$ cat src/rtl/uid_auth_ctrl.sv
// uid_auth_ctrl: constant-time password check that drives the register-file user ID.
// Ports: CLK, RST (sync, active-high); LOGIN_REQ/ID/PW, LOGOUT, ACTIVITY in;
//        U_ID {priv,id}, BUSY, GRANT, DENY, LOCKED, FAIL_CNT out (all registered).
module uid_auth_ctrl #(
  parameter logic [15:0] PRIV_PW  = 16'hA5C3,
  parameter int          TIMEOUT  = 1024,
  parameter int          MAX_FAIL = 3,
  parameter int          LOCKOUT  = 4096
) (
  input  logic        CLK,
  input  logic        RST,
  input  logic        LOGIN_REQ,
  input  logic [10:0] LOGIN_ID,
  input  logic [15:0] LOGIN_PW,
  input  logic        LOGOUT,
  input  logic        ACTIVITY,
  output logic [11:0] U_ID,
  output logic        BUSY,
  output logic        GRANT,
  output logic        DENY,
  output logic        LOCKED,
  output logic [1:0]  FAIL_CNT
);

  typedef enum logic [1:0] {
    S_IDLE,
    S_CHECK,
    S_PRIV,
    S_LOCK
  } state_t;

  // One timer serves both PRIV idle and LOCKOUT; they never overlap.
  localparam int TMAX = (TIMEOUT > LOCKOUT) ? TIMEOUT : LOCKOUT;
  localparam int TW   = $clog2(TMAX);
  localparam logic [TW-1:0] T_TO = TW'(TIMEOUT - 1);
  localparam logic [TW-1:0] T_LK = TW'(LOCKOUT - 1);
  localparam logic [1:0]    MAXF = 2'(MAX_FAIL);

  state_t        state_q, state_d;
  logic [10:0]   id_q, id_d;
  logic [15:0]   pw_q, pw_d;
  logic          mis_q, mis_d;
  logic [1:0]    nib_q, nib_d;
  logic [TW-1:0] tmr_q, tmr_d;
  logic [11:0]   uid_q, uid_d;
  logic          busy_q, busy_d;
  logic          grant_q, grant_d;
  logic          deny_q, deny_d;
  logic          lock_q, lock_d;
  logic [1:0]    fail_q, fail_d;

  logic          mis_now;
  logic [1:0]    fail_inc;
  logic [3:0]    nib_base;

  always_ff @(posedge CLK) begin
    if (RST) begin
      state_q <= S_IDLE;
      id_q    <= '0;
      pw_q    <= '0;
      mis_q   <= 1'b0;
      nib_q   <= '0;
      tmr_q   <= '0;
      uid_q   <= '0;
      busy_q  <= 1'b0;
      grant_q <= 1'b0;
      deny_q  <= 1'b0;
      lock_q  <= 1'b0;
      fail_q  <= '0;
    end else begin
      state_q <= state_d;
      id_q    <= id_d;
      pw_q    <= pw_d;
      mis_q   <= mis_d;
      nib_q   <= nib_d;
      tmr_q   <= tmr_d;
      uid_q   <= uid_d;
      busy_q  <= busy_d;
      grant_q <= grant_d;
      deny_q  <= deny_d;
      lock_q  <= lock_d;
      fail_q  <= fail_d;
    end
  end

  always_comb begin
    state_d  = state_q;
    id_d     = id_q;
    pw_d     = pw_q;
    mis_d    = mis_q;
    nib_d    = nib_q;
    tmr_d    = tmr_q;
    uid_d    = uid_q;
    busy_d   = busy_q;
    grant_d  = 1'b0;
    deny_d   = 1'b0;
    lock_d   = lock_q;
    fail_d   = fail_q;
    nib_base = {nib_q, 2'b00};
    // All four nibbles are always compared: no early exit on mismatch.
    mis_now  = mis_q |
               (pw_q[nib_base +: 4] != PRIV_PW[nib_base +: 4]);
    fail_inc = (fail_q >= MAXF) ? fail_q : fail_q + 2'd1;

    unique case (state_q)
      S_IDLE: begin
        if (LOGIN_REQ) begin
          id_d    = LOGIN_ID;
          pw_d    = LOGIN_PW;
          mis_d   = 1'b0;
          nib_d   = '0;
          busy_d  = 1'b1;
          state_d = S_CHECK;
        end else if (LOGOUT) begin
          uid_d = '0;
        end
      end
      S_CHECK: begin
        mis_d = mis_now;
        nib_d = nib_q + 2'd1;
        if (nib_q == 2'd3) begin
          busy_d = 1'b0;
          if (!mis_now) begin
            uid_d   = {1'b1, id_q};
            grant_d = 1'b1;
            fail_d  = '0;
            tmr_d   = '0;
            state_d = S_PRIV;
          end else begin
            deny_d = 1'b1;
            fail_d = fail_inc;
            if (fail_inc == MAXF) begin
              lock_d  = 1'b1;
              uid_d   = '0;
              tmr_d   = '0;
              state_d = S_LOCK;
            end else begin
              uid_d   = {1'b0, id_q};
              state_d = S_IDLE;
            end
          end
        end
      end
      S_PRIV: begin
        if (LOGOUT) begin
          uid_d   = '0;
          tmr_d   = '0;
          state_d = S_IDLE;
        end else if (ACTIVITY) begin
          tmr_d = '0;
        end else if (tmr_q == T_TO) begin
          // Timeout keeps the ID but drops privilege.
          uid_d[11] = 1'b0;
          tmr_d     = '0;
          state_d   = S_IDLE;
        end else begin
          tmr_d = tmr_q + 1'b1;
        end
      end
      S_LOCK: begin
        uid_d = '0;
        if (tmr_q == T_LK) begin
          lock_d  = 1'b0;
          fail_d  = '0;
          tmr_d   = '0;
          state_d = S_IDLE;
        end else begin
          tmr_d = tmr_q + 1'b1;
        end
      end
      default: state_d = S_IDLE;
    endcase
  end

  assign U_ID     = uid_q;
  assign BUSY     = busy_q;
  assign GRANT    = grant_q;
  assign DENY     = deny_q;
  assign LOCKED   = lock_q;
  assign FAIL_CNT = fail_q;

endmodule

$ cat config.mk
export PLATFORM = sky130hd
export DESIGN_NAME = uid_auth_ctrl
export DESIGN_NICKNAME = d
export VERILOG_FILES = /design/src/rtl/uid_auth_ctrl.sv
export SDC_FILE = /design/constraint.sdc
export NUM_CORES = 1
export LEC_CHECK = 0
export BUFFER_PORTS_ARGS = -buffer_cell sky130_fd_sc_hd__buf_2
export CAP_MARGIN = 20
export CORE_MARGIN = 2
export CORE_UTILIZATION = 48
export DETAILED_ROUTE_END_ITERATION = 12
export GPL_ROUTABILITY_DRIVEN = 0
export GPL_TIMING_DRIVEN = 0
export PLACE_DENSITY = 0.8
export SLEW_MARGIN = 20
export SYNTH_ARGS = -nofsm -noshare
export SYNTH_HDL_FRONTEND = slang
export SYNTH_SLANG_ARGS = --single-unit
$ cat constraint.sdc
create_clock -name CLK -period 6.42 [get_ports CLK]
set_input_delay 0.321 -clock CLK [delete_from_list [all_inputs] [get_ports CLK]]
set_output_delay 0.321 -clock CLK [all_outputs]
set_load 0.01 [all_outputs]
Yosys cells after proc, flatten, opt, wreduce, memory -nomap -nowiden
Index checks and enable logic that the tools add are counted.
Word-level totals
  flip-flop bits (word level): 62
  input bits: 32
  output and inout port bits: 18
  logic and storage cells: 100
Cells by class
  add/subtract/negate cells: 3
  order comparisons: 1
  eq/ne operators: 19
  shift operators: 2
  multiplexer cells: 45
  bitwise gates (word level): 3
  reductions and logical operators: 14
Operators by type and width (count)
  $mux 12: 11
  $pmux 12 s4: 1
  $pmux 12 s3: 1
  $mux 2: 12
  $mux 11: 2
  $ne 2x2->1 const B: 8
  $shiftx 16x5->4: 1
  $shiftx 16x5->4 const A: 1
  $reduce_and 5->1: 3
  $add 12x1->12 const B: 1
  $eq 12x10->1 const B: 1
  $eq 12x12->1 const B: 1
  $mux 1: 12
  $ne 3x3->1 const B: 3
  $reduce_and 3->1: 3
  $eq 2x2->1 const B: 4
  $pmux 2 s2: 2
  $pmux 2 s4: 1
  $pmux 1 s2: 3
  $add 2x1->2 const B: 2
  $ne 4x4->1: 1
  $reduce_and 2->1: 2
  $reduce_and 4->1: 1
  $reduce_bool 2->1: 2
  other kinds (7): 8

Longest topological paths before layout
Gate-level depths: netlist (run 1).
  depth in word-level cells: 7
  depth in mapped cells: 12

Worst setup path before layout (run 1)
Ideal clock, no wire load.
  path type: reg2reg
  start point: register nib_q[0]
  end point: register uid_q[11] (netlist: U_ID[11])
  arrival: 2.600 ns
  required time: 6.350 ns
  slack: 3.749 ns
  cell stages (with the launch flop): 12
  buffers on the path: 3
  period minus slack after synthesis: 2.671 ns
  cells stage by stage: dfxtp_1 > buf_6 > inv_1 > ha_1 > clkbuf_1 > nor2_1 > mux2i_1 > mux4_2 > or2_1 > buf_6 > or4_1 > a21oi_1
On the way
  longest elaborated chain between the ends: 6
RTL lines
  start: declaration: RTL line 43  | logic [1:0] nib_q, nib_d;
  start signal: assignment: RTL line 75  | nib_q <= nib_d;
  $shiftx 16x5->4: RTL line 102  | (pw_q[nib_base +: 4] != PRIV_PW[nib_base +: 4]);
  $ne 4x4->1: RTL line 102
  $or 1x1->1: RTL line 101  | mis_now = mis_q |
  $mux 12: RTL line 123  | if (!mis_now) begin
  $mux 12: RTL line 121  | if (nib_q == 2'd3) begin
  $pmux 12 s4: RTL line 105  | unique case (state_q)
  end signal: assignment: RTL line 77  | uid_q <= uid_d;
  end: declaration: RTL line 45  | logic [11:0] uid_q, uid_d;
Parallel ways exist; a longest one is shown, timed or not. The select of a mux whose other input is x is not followed.
A chain may end at the register's enable or synchronous reset.

Final worst setup path (run 1)
  start point: register nib_q[1]
  end point: register tmr_q[2]
On the way
  longest elaborated chain between the ends: 6
RTL lines
  $shiftx 16x5->4: RTL line 102
  $ne 4x4->1: RTL line 102
  $or 1x1->1: RTL line 101
  $mux 12: RTL line 123
  $mux 12: RTL line 121
  $pmux 12 s3: RTL line 105
  end signal: assignment: RTL line 76  | tmr_q <= tmr_d;
  end: declaration: RTL line 44  | logic [TW-1:0] tmr_q, tmr_d;
Parallel ways exist; a longest one is shown, timed or not. The select of a mux whose other input is x is not followed.

==> reports/qor.yml, run 1 <==
yosysTopAreaCell: "dfxtp_1"
rows: 27
period_needed_ps: 2960
cp_max_fo: 10
h-tree-depth: 3
max_freq_mhz: 338
min_period_over_period: 0.461
cts_sinks: 62
clk_latency_ps: 350
hold_buffers: 0
drv_slew: 0
postRouteAntennaNets: 0
async_flop_share: 0
hold_viol: 0
area_delta_synth_final_pct: 19.3
core-area_sq_um: 5540
routedWlPerCell_um: 14.2
syn-mean-instance-area_sq_um: 8.20
max_cap_viol_count: 0
via_per_inst: 5.63
start_kind: "flop"
synth_top_area_frac: 0.450
post_cts_buffers: 0
grt_pass1_vias: 2468
clock_skew_ps: 6.31
io_buffers: 48
antenna_found_initial: 0
grt_pass1_wl_um: 11300
synth.distinct_cells: 43
cp_slowest_cell: "mux4_2"
synth_area_sq_um: 2760
vias: 2655
worst_slew_pin_slew_ps: 881
peakVddDrop_uv: 155
path_cells: "inv_1 > ha_1 > clkbuf_1 > mux2i_1 > mux4_2 > or2_1 > buf_6 > a21oi_1 > buf_2 > a311oi_1"
ctsResizeCount: 0
synth_flop_cell: "dfxtp_1"
wl_um: 6710
max_stage_delay_ps: 510
criticalPathCategory: "reg2reg"
drcViolationCount: 0
track_usage: 0.228
start_util: 0.498
holdCritPathClass: "in2reg"
endpoint_kind: "flop"
grt_overflow: 0
ioPinCount: 50
die_area_sq_um: 6360
synth_warnings: 0
cts_root_buf: "clkbuf_8"
nets: 431
antennaDiodeCount: 0
numCtsBuffers: 9
arrival_ps: 3170
synth_area_leaders: "dfxtp_1 (45%), nand2_1 (10%), a21oi_1 (7.4%), nor2_1 (4.6%), a32oi_1 (3.8%)"
fin_tns_setup_ps: 0
syn_nets: 372
dp_hpwl_um: 4550
status: "completed"
synth-edff-count: 0
cp.required_ps: 6630
stdcell_count: 472
clkTransAtPathRegs_ps: 70
rsz0062_at_grt: "false"
fp.dieW_um: 79.8
cts_buffer_depth: 2
drt_iter0_drc: 244
yosysSeqAreaShare: 0.450
syn_inst: 336
synth-seq-cells: 62
setup_viol: 0
dp.cells: 456
max-slew-margin-rel: 0.407
leakagePower_nw: 1.22
power.density_nw_per_um2: 277
first_pass_iters: 5
drive_gt1_frac: 0.183
cts_tree: "done"
grt_start_max_net_pins: 11
die_y_um: 79.8
[path summary, 6_finish.rpt]
path | depth (start not counted) | to | from | slack (ps)
worst max-delay path | 10 | tmr_q[2] | nib_q[1] | 3460
worst max register to register | 10 | tmr_q[2] | nib_q[1] | 3460
worst min-delay path | 3 | id_q[5] | LOGIN_ID[5] | 210
worst min register to register | 2 | pw_q[8] | pw_q[8] | 460
[routing by layer]
metal,up-vias,GRT usage,share of wire
met1,1238,0.299,0.46
li1,1302,-,-
met5,-,0,0
met3,15,0.0701,0.070
met2,100,0.350,0.46
met4,0,0.0915,0.019
[cell type report]
type / count / area (sq um)
tap: 72 / 90.1
fill: 518 / 2250
sequential: 62 / 1240
multi-input combinational: 244 / 1390
clock inverter: 3 / 42.5
buffer: 25 / 110
inverter: 5 / 18.8
timing repair buffer: 48 / 240
clock buffer: 13 / 159
[synth_stat cells, types with 3 or more instances]
master,instances
nand2_1,74
dfxtp_1,62
a21oi_1,41
nor2_1,34
clkbuf_1,22
a32oi_1,12
a311oi_1,11
nand2b_1,8
nand3_1,8
o21ai_0,6
inv_1,5
ha_1,4
mux2i_1,4
mux4_2,4
nor3_1,4
a211oi_1,3
nor2b_1,3
[cells by family after synthesis]
group                      share of synthesized area
DFF                                            0.450
AOI/OAI and AO/OA                              0.199
xor gates and xnor gates                     0.00636
and+or+nand+nor                                0.228
muxes                                         0.0513
adders and majority gates                     0.0182
buffers and inverters                         0.0468
[sequential cells by signal, summed over array words and instances, names as in the netlist, 2 cells and up]
register / flops
FAIL_CNT: 2
U_ID: 12
id_q: 11
nib_q: 2
pw_q: 16
state_q: 2
tmr_q: 12
[stage by stage]
step	setup slack (ps)	cell area, sq um	utilization	hold slack (ps)	power, W
after CTS	3460	3290	0.593	204	0.000911
after global placement	3570	3090	0.557	444	0.000561
after global routing	3130	3290	0.593	203	0.000946
after floorplan	3750	2760	-	433	0.000526
after detailed placement	3490	3090	0.557	446	0.000567
final	3460	3290	0.593	210	0.000912
[placed cells by master (no fill, tap or decap), drive strengths merged, types with 2 or more instances in the layout]
| master | n |
|---|---|
| nand2b | 8 |
| nor2 | 34 |
| inv | 5 |
| clkbuf | 35 |
| buf | 51 |
| or2 | 3 |
| nand2 | 74 |
| nand3 | 8 |
| xnor2 | 2 |
| a32oi | 12 |
| o21ai | 7 |
| a41oi | 2 |
| mux2i | 4 |
| a21oi | 41 |
| a31oi | 2 |
| ha | 4 |
| mux4 | 4 |
| dfxtp | 62 |
| a311oi | 11 |
| nor3 | 4 |
| a211oi | 3 |
| or4 | 2 |
| nor2b | 3 |
[worst max-delay path, delay by kind of cell, from the launching register on]
kind | cells | cell delay [ps]
flip-flops | 1 | 500
multiplexers | 2 | 650
buffers and inverters | 4 | 790
adder cells (fa/ha/maj) | 1 | 270
AO/OA/AOI/OAI | 2 | 350
AND/OR/NAND/NOR | 1 | 250
[power breakdown]
| part | internal, W | total, W | switching [W] |
|---|---|---|---|
| logic | 0.0000572 | 0.000144 | 0.0000863 |
| registers | 0.000404 | 0.000418 | 0.0000133 |
| clock network | 0.000200 | 0.000351 | 0.000151 |
Note: power is estimated with default switching activity, not from simulation.
==> run 2, diff against run 1 <==
clock period = 3 ns   (was 6.42 ns; I/O delays follow)
==> reports/qor.yml, run 2 (synthesized netlist as in run 1, its figures left out) <==
status: "completed"
ctsResizeCount: 0  # unchanged
grt_start_max_net_pins: 11  # unchanged
rsz0062_at_grt: "false"
holdWs_ps: 45.9  # -164 ps
grt_overflow: 0  # unchanged
grt_pass1_wl_um: 11300  # unchanged
crit_family: "simple AND/OR/NAND/NOR gates"
holdCritPathClass: "in2reg"
leakagePower_nw: 1.22  # about the same
via_per_inst: 5.59  # -0.58%
peakVddDrop_uv: 332  # +110%
worst_slew_pin_slew_ps: 672  # -209 ps
drcViolationCount: 0  # unchanged
h-tree-depth: 3  # unchanged
criticalPathCategory: "reg2reg"
die_y_um: 79.8  # unchanged
cp_max_fo: 8  # -2
ioPinCount: 50  # unchanged
cts_buffer_depth: 2  # unchanged
clock_skew_ps: 6.19  # -0.125 ps
max_freq_mhz: 355  # +5.3%
clkTransAtPathRegs_ps: 70  # about the same
min_to: "id_q[5]"
track_usage: 0.228  # unchanged
area_delta_synth_final_pct: 19.6
reg2reg_depth: 8  # -2
rows: 27  # unchanged
cp_slowest_cell: "or4_4"
hold_viol: 0  # unchanged
worst_slack_ps: 187  # -3270 ps
arrival_ps: 3070  # -100 ps
postRouteAntennaNets: 0  # unchanged
wl_um: 6680  # -0.46%
holdPathStages: 3  # unchanged
cp.required_ps: 3260  # -3370 ps
path_buf_inv: 2  # -2
grt_pass1_vias: 2468  # unchanged
hold_buffers: 0  # unchanged
max-slew-margin-rel: 0.551  # +0.143
max_stage_delay_ps: 530  # +20 ps
first_pass_iters: 5  # unchanged
antenna_found_initial: 0  # unchanged
antennaDiodeCount: 0  # unchanged
core-area_sq_um: 5540  # unchanged
top_register: "pw_q"
path_cells: "buf_6 > mux4_2 > xnor2_1 > or4_4 > or2_1 > buf_6 > or4_1 > a21oi_1"
fp.dieW_um: 79.8  # unchanged
post_cts_buffers: 0  # unchanged
final_common_cell: "nand2_1"
cts_root_buf: "clkbuf_8"
vias: 2634  # -0.79%
most-common-layout-cells: "nand2_1 (74), dfxtp_1 (62), buf_2 (48), a21oi_1 (41), nor2_1 (34)"
start_kind: "flop"
drive_gt1_frac: 0.190  # +0.00798
setup_viol: 0  # unchanged
die_area_sq_um: 6360  # unchanged
r2r-start: "nib_q[0]"
hold_start: "LOGIN_ID[5]"
min_period_over_period: 0.938  # +0.476
place_ws_ps: 72.7  # -3420 ps
routedWlPerCell_um: 14.2  # -0.25%
timing.rr.end: "U_ID[11]"
crit_top_cell: "buf_6"
max_cap_viol_count: 0  # unchanged
fin_tns_setup_ps: 0  # unchanged
drv_slew: 0  # unchanged
endpoint_kind: "flop"
rrSetupSlack_ps: 190  # -3270 ps
numCtsBuffers: 9  # unchanged
power.density_nw_per_um2: 590  # +110%
dp_hpwl_um: 4550  # unchanged
io_buffers: 48  # unchanged
drt_iter0_drc: 236  # -3.3%
period_needed_ps: 2810  # -149 ps
total_power_w: 0.00194  # +110%
clk_latency_ps: 340  # about the same
nets: 430  # -0.23%
start_util: 0.498  # unchanged
cts_sinks: 62  # unchanged
largest_reg_flops: 16  # unchanged
cts_tree: "done"
[run 2: cell count changes in the layout (fill, tap and decap cells not counted)]
cell | before | now
buf_2 | 49 | 48
clkbuf_1 | 24 | 22
clkbuf_2 | 0 | 1
clkbuf_4 | 0 | 1
ha_1 | 4 | 3
ha_2 | 0 | 1
nor4_1 | 1 | 0
nor4_2 | 0 | 1
[run 2: per-stage QoR]
stage / util / cells / instance area (sq um)
after floorplan: - / 336 / 2760
after global placement: 0.557 / 456 / 3090
after detailed placement: 0.557 / 456 / 3090
after CTS: 0.593 / 472 / 3290
after global routing: 0.595 / 471 / 3300
final: 0.595 / 471 / 3300
[run 2: final cells by class]
cell class | count | area (sq um)
Fill cell | 515 | 2240
Multi-Input combinational cell | 244 | 1400
Buffer | 24 | 110
Clock buffer | 13 | 159
Clock inverter | 3 | 42.5
Timing Repair Buffer | 48 | 240
Tap cell | 72 | 90.1
Inverter | 5 | 18.8
Sequential cell | 62 | 1240
[run 2: worst max path at each step]
| stage | from | end | slack (ps) | cells past startpoint |
|---|---|---|---|---|
| global route | nib_q[0] | tmr_q[3] | 20 | 11 |
| detailed placement | nib_q[1] | tmr_q[4] | 70 | 10 |
| floorplan | nib_q[0] | U_ID[11] | 330 | 11 |
| finish | nib_q[0] | U_ID[11] | 190 | 8 |
| global placement | nib_q[1] | tmr_q[7] | 150 | 10 |
| CTS | nib_q[1] | tmr_q[2] | 40 | 10 |
[run 2: power breakdown]
group	internal, W	switching, W	total, W	leakage (nW)
Clock	0.000428	0.000314	0.000742	0.0996
Sequential	0.000866	0.0000284	0.000894	0.504
Combinational	0.000125	0.000184	0.000308	0.611
[run 2: routing by layer]
metal | track usage | share of wire
met1 | 0.299 | 0.44
met5 | 0 | 0
met2 | 0.350 | 0.47
met3 | 0.0701 | 0.082
met4 | 0.0915 | 0.016
[run 2: worst reg2reg max path, stage by stage (launching register included)]
cell and delay [ps]:
dfxtp_1 360, buf_6 140, mux4_2 520, xnor2_1 150, or4_4 530, or2_1 230, buf_6 140, or4_1 500
a21oi_1 170
